==> config.mk <==
export PLATFORM = sky130hd
export DESIGN_NAME = thumb_fetch_flat
export DESIGN_NICKNAME = d
export VERILOG_FILES = /design/src/rtl/thumb_fetch_if.sv /design/src/rtl/thumb_fetch.sv /design/src/flat_wrapper.sv
export SDC_FILE = /design/constraint.sdc
export NUM_CORES = 1
export LEC_CHECK = 0
export BUFFER_PORTS_ARGS = -buffer_cell sky130_fd_sc_hd__clkbuf_2
export CAP_MARGIN = 20
export CORE_UTILIZATION = 51
export CTS_CLUSTER_DIAMETER = 60
export DETAILED_ROUTE_END_ITERATION = 7
export PLACE_DENSITY = 0.77
export SYNTH_ARGS = -nofsm -noshare
export SYNTH_HDL_FRONTEND = slang
export SYNTH_SLANG_ARGS = --single-unit
==> constraint.sdc <==
create_clock -name clk -period 4.9 [get_ports clk]
set_input_delay 0.245 -clock clk [delete_from_list [all_inputs] [get_ports clk]]
set_output_delay 0.245 -clock clk [all_outputs]
set_load 0.1 [all_outputs]
==> src/rtl/thumb_fetch_if.sv <==
// Thumb fetch unit signal bundle: instruction-memory read port on one side,
// decode-facing instruction stream and redirect/stall controls on the other.
// The master view belongs to the fetch unit; the slave view to its environment.
interface thumb_fetch_if;
  logic        imem_req;
  logic [31:0] imem_addr;
  logic        imem_ack;
  logic [15:0] imem_rdata;
  logic        stall;
  logic        redirect;
  logic [31:0] redirect_pc;
  logic [15:0] instr;
  logic [5:0]  preOpcode;
  logic [31:0] instr_pc;
  logic        instr_valid;

  modport master (
    output imem_req, imem_addr, instr, preOpcode, instr_pc, instr_valid,
    input  imem_ack, imem_rdata, stall, redirect, redirect_pc
  );

  modport slave (
    input  imem_req, imem_addr, instr, preOpcode, instr_pc, instr_valid,
    output imem_ack, imem_rdata, stall, redirect, redirect_pc
  );
endinterface

==> src/rtl/thumb_fetch.sv <==
// Thumb instruction fetch: one outstanding halfword read, a 2-entry prefetch
// FIFO of {halfword, pc} feeding decode, and redirect handling that discards
// any read already in flight (FLUSH) before fetching from the new target.
module thumb_fetch #(
  parameter logic [31:0] RESET_PC = 32'h0000_0000
) (
  input  logic          clk,
  input  logic          rst,
  thumb_fetch_if.master bus
);

  typedef enum logic [1:0] {FETCH, WAIT, FLUSH} state_e;

  typedef struct packed {
    logic [15:0] hw;
    logic [31:0] pc;
  } entry_t;

  localparam logic [31:0] RESET_PC_ALIGNED = RESET_PC & 32'hFFFF_FFFE;

  state_e      state_q, state_d;
  logic [31:0] fetch_pc_q, fetch_pc_d;
  logic [31:0] req_addr_q, req_addr_d;   // address held while WAIT/FLUSH
  logic [1:0]  count_q, count_d;
  entry_t      fifo_q [2];
  entry_t      fifo_d [2];

  logic        pop;
  logic        push;
  logic        req;
  logic [31:0] addr;
  logic [1:0]  count_after_pop;
  logic [31:0] redirect_tgt;

  assign redirect_tgt = bus.redirect_pc & 32'hFFFF_FFFE;

  // The head entry is always on the decode outputs; a redirect this cycle
  // hides it because the edge will flush it.
  assign bus.instr       = fifo_q[0].hw;
  assign bus.preOpcode   = fifo_q[0].hw[15:10];
  assign bus.instr_pc    = fifo_q[0].pc;
  assign bus.instr_valid = (count_q != 2'd0) && !bus.redirect;

  assign pop             = bus.instr_valid && !bus.stall;
  assign count_after_pop = count_q - {1'b0, pop};

  // The FSM output would otherwise request during reset; the request is
  // abandoned for as long as rst is held.
  assign bus.imem_req  = req && !rst;
  assign bus.imem_addr = addr;

  // Fetch FSM: request issue, wait for ack, discard of stale data, PC update.
  // NOTE: every output of this block gets a default first, so no path leaves a
  // signal unassigned and no latch is inferred.
  always_comb begin
    state_d    = state_q;
    fetch_pc_d = fetch_pc_q;
    req_addr_d = req_addr_q;
    req        = 1'b0;
    push       = 1'b0;
    addr       = fetch_pc_q;

    case (state_q)
      FETCH: begin
        req  = (count_after_pop < 2'd2);
        addr = fetch_pc_q;
        if (req && !bus.imem_ack) begin
          req_addr_d = fetch_pc_q;
          state_d    = bus.redirect ? FLUSH : WAIT;
        end else if (req && bus.imem_ack) begin
          push = !bus.redirect;
        end
      end
      WAIT: begin
        req  = 1'b1;
        addr = req_addr_q;
        if (bus.imem_ack) begin
          push    = !bus.redirect;
          state_d = FETCH;
        end else if (bus.redirect) begin
          state_d = FLUSH;
        end
      end
      FLUSH: begin
        req  = 1'b1;
        addr = req_addr_q;
        if (bus.imem_ack) state_d = FETCH;
      end
      default: state_d = FETCH;
    endcase

    if (bus.redirect)  fetch_pc_d = redirect_tgt;
    else if (push)     fetch_pc_d = fetch_pc_q + 32'd2;
  end

  // Prefetch FIFO: shift on pop, write behind the surviving entries on push.
  always_comb begin
    fifo_d  = fifo_q;
    count_d = count_after_pop;
    if (pop) fifo_d[0] = fifo_q[1];
    if (push) begin
      fifo_d[count_after_pop[0]] = entry_t'{hw: bus.imem_rdata, pc: fetch_pc_q};
      count_d                    = count_after_pop + 2'd1;
    end
    if (bus.redirect) count_d = 2'd0;
  end

  // State registers.
  // NOTE: sequential state uses non-blocking assignments so every register
  // samples the pre-edge value of every other register.
  always_ff @(posedge clk or posedge rst) begin
    if (rst) begin
      state_q    <= FETCH;
      fetch_pc_q <= RESET_PC_ALIGNED;
      req_addr_q <= '0;
      count_q    <= '0;
      // NOTE: the FIFO storage is reset too, because instr/instr_pc must read
      // zero during reset; a larger buffer would normally be left unreset.
      fifo_q     <= '{default: '0};
    end else begin
      state_q    <= state_d;
      fetch_pc_q <= fetch_pc_d;
      req_addr_q <= req_addr_d;
      count_q    <= count_d;
      fifo_q     <= fifo_d;
    end
  end

endmodule

==> src/flat_wrapper.sv <==
// flat-port wrapper written by rule: the top's interface ports become plain ports
module thumb_fetch_flat 
#(
  parameter logic [31:0] RESET_PC = 32'h0000_0000
)
  (clk, rst, bus_imem_req, bus_imem_addr, bus_instr, bus_preOpcode, bus_instr_pc, bus_instr_valid, bus_imem_ack, bus_imem_rdata, bus_stall, bus_redirect, bus_redirect_pc);
  thumb_fetch_if bus_i ();
  input  logic clk;
  input  logic rst;
  output wire logic [$bits(bus_i.imem_req)-1:0] bus_imem_req;
  output wire logic [$bits(bus_i.imem_addr)-1:0] bus_imem_addr;
  output wire logic [$bits(bus_i.instr)-1:0] bus_instr;
  output wire logic [$bits(bus_i.preOpcode)-1:0] bus_preOpcode;
  output wire logic [$bits(bus_i.instr_pc)-1:0] bus_instr_pc;
  output wire logic [$bits(bus_i.instr_valid)-1:0] bus_instr_valid;
  input wire logic [$bits(bus_i.imem_ack)-1:0] bus_imem_ack;
  input wire logic [$bits(bus_i.imem_rdata)-1:0] bus_imem_rdata;
  input wire logic [$bits(bus_i.stall)-1:0] bus_stall;
  input wire logic [$bits(bus_i.redirect)-1:0] bus_redirect;
  input wire logic [$bits(bus_i.redirect_pc)-1:0] bus_redirect_pc;
  assign bus_imem_req = bus_i.imem_req;
  assign bus_imem_addr = bus_i.imem_addr;
  assign bus_instr = bus_i.instr;
  assign bus_preOpcode = bus_i.preOpcode;
  assign bus_instr_pc = bus_i.instr_pc;
  assign bus_instr_valid = bus_i.instr_valid;
  assign bus_i.imem_ack = bus_imem_ack;
  assign bus_i.imem_rdata = bus_imem_rdata;
  assign bus_i.stall = bus_stall;
  assign bus_i.redirect = bus_redirect;
  assign bus_i.redirect_pc = bus_redirect_pc;
  thumb_fetch #(.RESET_PC(RESET_PC)) u_core (.clk(clk), .rst(rst), .bus(bus_i));
endmodule
**Word-level counts from Yosys, hierarchy flattened**

Index checks and enable logic that the tools add are counted.

- Register bits after elaboration: 164
- Bits in latches: 0
- RAM bits: 0
- Memory bits (read-only): 0
- Input bits: 53
- Output and inout bits: 88
- Word-level logic and storage cells: 57
- Memories: 0

- $add $sub $neg: 3
- $mul: 0
- Divide/modulo/power cells: 0
- Order comparisons: 3
- Equality and inequality tests: 5
- Shift-type cells: 0
- Muxes and demuxes: 21
- Bitwise gates (word level): 1
- Reduce and logical (&&, ||, !) cells: 16

Operators by type and width:

| operator | number |
|---|---|
| bitwise mux 96 bit | 1 |
| 2-to-1 mux 32 bit | 3 |
| 2-to-1 mux 48 bit | 2 |
| 2-to-1 mux 96 bit | 1 |
| demux 48 bit (select 1 bit) | 1 |
| adder 32 x 2 -> 32 bit (second input constant) | 1 |
| 2-to-1 mux 2 bit | 7 |
| logical AND 1 bit | 6 |
| one-hot mux 2 bit (3 select lines) | 1 |
| logical NOT 1 bit | 4 |
| one-hot mux 1 bit (2 select lines) | 2 |
| nonzero test 2 bit | 2 |
| 2-to-1 mux 1 bit | 3 |
| != test 3 bit (second input constant) | 1 |
| AND reduction 3 bit | 1 |
| adder 2 x 1 -> 2 bit (second input constant) | 1 |
| equality test 2 x 1 -> 1 bit (second input constant) | 1 |
| equality test 2 bit (second input constant) | 1 |
| greater-or-equal comparator 2 bit (second input constant) | 1 |
| logical NOT 2 bit | 1 |
| < comparator 2 x 1 -> 1 bit (second input constant) | 1 |
| < comparator 2 bit (second input constant) | 1 |
| != test 2 x 1 -> 1 bit (second input constant) | 1 |
| != test 2 bit (second input constant) | 1 |
| other kinds (4) | 4 |

**Longest topological paths before layout**

- Word-level depth: 11
- Mapped depth: 12
- Gate-level depth less buffers: 8

**Worst setup path after synthesis**

OpenSTA, ideal clock, no wires.

- Path kind: reg2out
- Start point: reg u_core.count_q[1]
- End point: out bus_imem_req
- Arrival: 3.684 ns
- Required time: 4.655 ns
- Slack: 0.971 ns
- Cell stages (with the launch flop): 9
- Path buffers: 2
- Cell sequence: dfrtp_1 nor2_1 nor3_2 buf_4 buf_4 ha_1 xnor2_1 a21oi_1 nor3_1

- Word-level cells in the longest chain between the ends: 7

RTL lines:

| what | RTL line | text |
|---|---|---|
| start, declared | thumb_fetch.sv:24 | `logic [1:0] count_q, count_d;` |
| start signal, assigned | thumb_fetch.sv:124 | `count_q <= count_d;` |
| nonzero test 2 bit | thumb_fetch.sv:42 | `assign bus.instr_valid = (count_q != 2'd0) && !bus.redirect;` |
| logical AND 1 bit | thumb_fetch.sv:42 |  |
| logical AND 1 bit | thumb_fetch.sv:44 | `assign pop = bus.instr_valid && !bus.stall;` |
| subtractor 2 x 1 -> 2 bit (*) | thumb_fetch.sv:45 | `assign count_after_pop = count_q - {1'b0, pop};` |
| < comparator 2 bit (*) | thumb_fetch.sv:65 | `req = (count_after_pop < 2'd2);` |
| one-hot mux 1 bit (2 select lines) (*) | thumb_fetch.sv:63 | `case (state_q)` |
| logical AND 1 bit (*) | thumb_fetch.sv:49 | `assign bus.imem_req = req && !rst;` |
| end, declared | flat_wrapper.sv:10 | `output wire logic [$bits(bus_i.imem_req)-1:0] bus_imem_req;` |

Every way passes the cells marked *; elsewhere a longest branch is shown, timed or not.

**Worst setup path in the final report**

- Start point: reg u_core.count_q[1]
- End point: reg u_core.fifo_q[37] (netlist name)

- Word-level cells in the longest chain between the ends: 10
- Elaborated cells between the ends (all ways): 17
- Classes of those cells: 1 x add/sub; 3 x order compare; 6 x mux; 1 x bitwise; 6 x reduce/logical

RTL lines:

| what | RTL line | text |
|---|---|---|
| nonzero test 2 bit | thumb_fetch.sv:42 |  |
| logical AND 1 bit | thumb_fetch.sv:42 |  |
| logical AND 1 bit | thumb_fetch.sv:44 |  |
| subtractor 2 x 1 -> 2 bit (*) | thumb_fetch.sv:45 |  |
| inverter 1 -> 2 bit (not written as such) | thumb_fetch.sv:102 | `fifo_d[count_after_pop[0]] = entry_t'{hw: bus.imem_rdata, pc: fetch_pc_q};` |
| greater-or-equal comparator 2 bit (not written as such) or < comparator 2 x 1 -> 1 bit (tied branches) | thumb_fetch.sv:102 |  |
| logical AND 1 bit (not written as such) | thumb_fetch.sv:102 |  |
| 2-to-1 mux 48 bit (not written as such) | thumb_fetch.sv:102 |  |
| demux 48 bit (select 1 bit) | thumb_fetch.sv:102 |  |
| bitwise mux 96 bit | thumb_fetch.sv:102 |  |
| end signal, assigned | thumb_fetch.sv:125 | `fifo_q <= fifo_d;` |
| end, declared | thumb_fetch.sv:25 | `entry_t fifo_q [2];` |

Marks and branches as above.
A chain may end at the register's enable or synchronous reset.

==> flow_summary.toml <==
[status]
status = "complete, no violations"

[worst_setup_path]
cp-start-kind = "flop"
rr_worst_depth = 9
worstPathArrival_ps = 3450
endpoint_kind = "flop"
r2r-start = "u_core.count_q[1]"
path_max_fanout = 30
required_ps = 5200
critical_path_class = "flop to flop"
r2r-end = "u_core.fifo_q[37]"
r2r_slack_ps = 1750

[drt]
vias = 5379
met3_length_mm = 1.00
viasPerCell = 5.39
highest_layer = "met4"
routed-wl-met2_mm = 7.79
routedWlPerCell_um = 16.5
met1Wirelength_mm = 7.62
drcViolationCount = 0
dr.first_iter.drc_count = 242
postRouteAntennaNets = 0
drt_pass1_iterations = 5
drt_wl_total_mm = 16.5

[timing]
grt_setup_unrepaired = "no"
worstMarginPinSlew_ps = 951
final_max_slew_viol_count = 0
fin_skew_ps = 12.1
min_period_over_period_pct = 64.3
relSlewSlack_pct = 36.6
final_hold_viol_count = 0
finalCriticalPeriod_ps = 3150
setup_tns_ps = 0
setup_viol = 0
clock.fmax_mhz = 318

[synthesis]
synth_top_area_share_pct = 49.7
ys_ff_latch = 161
synth_cells = 712
synthFlopType = "dfrtp_1"
yosysWarnings = 0
synth_area_leader_cell = "dfrtp_1"
yosys-top-cells-area = "dfrtp_1 (50%), mux2_2 (15%), mux2i_1 (5.9%), buf_4 (5.5%), o21ai_0 (4.0%)"
avgSynthCellArea_um2 = 11.4
seq_area_frac_synth_pct = 49.7
synth_enable_flop_cells = 0
synth.net_count = 772
syn_area_mm2 = 0.00810
async_flop_share_pct = 100
yosysUniqueCellTypes = 50

[place]
place.gp.congestion = 0.784
hpwl_mm = 10.7
port_buffers = 138

[finish]
num_antenna_cells = 0
final_common_cell = "dfrtp_1"
layout_common_cells = "dfrtp_1 (161), clkbuf_2 (138), mux2_2 (110), nand2_1 (84), o21ai_0 (64)"
n_fill_cell = 1264
drive_gt1_share_pct = 39.4
utilization_pct = 59.5
area_delta_synth_final_pct = 13.0
nNetsFinal = 834

[grt]
grt_pass1_vias = 5289
grt_start_max_net_pins = 68
grt_pass1_wl_mm = 27.1
gr-total-overflow = 0
grtUsageTotal_pct = 21.5
antenna_found_initial = 0

[die]
die_area_mm2 = 0.0164
initial_core_util_pct = 52.7
core_mm2 = 0.0154
io_pins = 141
core.rowCount = 45
die_y_um = 128
fp.dieW_um = 128

[min_path]
min_to = "u_core.fetch_pc_q[9]"
hold_path_depth = 3
hp-class = "primary input to flop"
min_from = "bus_redirect_pc[9]"

[clock_network]
cts_max_level = 4
clock_latency_ps = 430
cts_tree = "done"
clock_path_buffers = 2
post_cts_resized = 0
cts.sinks = 161
cts_root_buffer = "clkbuf_16"
path_clk_slew_ps = 70
cts-buffers-inserted = 17

[run]
drv_cap = 0
## critical path, cell delays in order (launching register included)
cell and delay (ps):
dfrtp_1 420, nor2_1 240, nor3_4 50, ha_1 230, xor2_2 230, o21a_4 290, nor2_1 110, ha_2 530
buf_4 490, mux2_2 390
## logic make-up (layout without fill, tap and decap cells)
| logic type | count (synthesis) | count (layout) | share of synthesized area (%) |
|---|---|---|---|
| simple gates | 153 | 153 | 10.2 |
| flops | 161 | 161 | 49.7 |
| xor+xnor | 27 | 27 | 3.01 |
| compound gates | 94 | 94 | 6.40 |
| mux | 158 | 158 | 21.2 |
| other cells | 1 | 1 | 0.0463 |
| buf+inv | 111 | 186 | 8.33 |
| fa+ha+maj | 7 | 7 | 1.08 |
## sequential cells by signal, summed over array words and instances, names as in the netlist
name and cells:
u_core.bus.instr_pc 32, u_core.fifo_q 47, u_core.state_q 2, u_core.req_addr_q 31, u_core.bus.instr 16, u_core.fetch_pc_q 31, u_core.count_q 2
## cell usage after synthesis, types with 2 or more instances
library cell / n
nor3_1: 2
buf_4: 59
nor4_2: 3
and3_1: 6
mux2_2: 110
o21ai_1: 14
clkbuf_1: 18
or4_1: 2
a31oi_1: 4
mux2i_1: 48
buf_2: 23
xor2_1: 18
nand4b_1: 2
buf_1: 3
dfrtp_1: 161
o21ai_0: 64
or3_1: 3
and2_1: 2
nor3_2: 2
nand4_1: 13
nand2_1: 84
inv_1: 7
nor2_1: 10
xnor2_1: 8
nand2_2: 2
and4_1: 2
nand3_1: 10
ha_1: 7
a21oi_1: 4
## worst max-delay path by stage
stage                      start                   to  slack, ps
5_1_grt        u_core.count_q[1]    u_core.fifo_q[37]       1550
3_3_place_gp   u_core.count_q[1]    u_core.fifo_q[36]       1830
4_1_cts        u_core.count_q[1]    u_core.fifo_q[37]       1730
6_report       u_core.count_q[1]    u_core.fifo_q[37]       1750
2_1_floorplan                rst  u_core.bus.instr[0]        310
3_5_place_dp   u_core.count_q[1]    u_core.fifo_q[37]       1750
## layer usage
layer	track usage [%]	vias to the layer above
li1	-	2551
met1	28.8	2677
met2	34.1	145
met3	6.34	6
met4	5.40	0
met5	0	-
## metrics by stage
stage | cell area (µm²) | std cells | hold slack, ps | setup WS, ps
final | 9150 | 998 | 20.8 | 1750
after global routing | 9150 | 998 | 28.4 | 1550
after CTS | 9120 | 997 | 12.3 | 1730
after detailed placement | 8490 | 964 | 319 | 1750
after global placement | 8490 | 964 | 324 | 1830
after floorplan | 8100 | 712 | 362 | 307
## final cells by class
class | instances | area [µm²] | area share, %
clock buffer | 21 | 470 | 5.14
clock inverter | 11 | 154 | 1.68
inverter | 7 | 31.3 | 0.342
multi-input combinational | 440 | 3410 | 37.3
sequential | 161 | 4030 | 44.0
tap | 211 | 264 | 2.88
timing repair buffer | 147 | 793 | 8.67
## timing repair
item,CTS,global route
hold endpoints to repair,51,0
hold buffers,1,0
buffers inserted,0,0
Power is not shown: default switching activity piles up to over one toggle a cycle in this logic, so the estimate is an artifact.
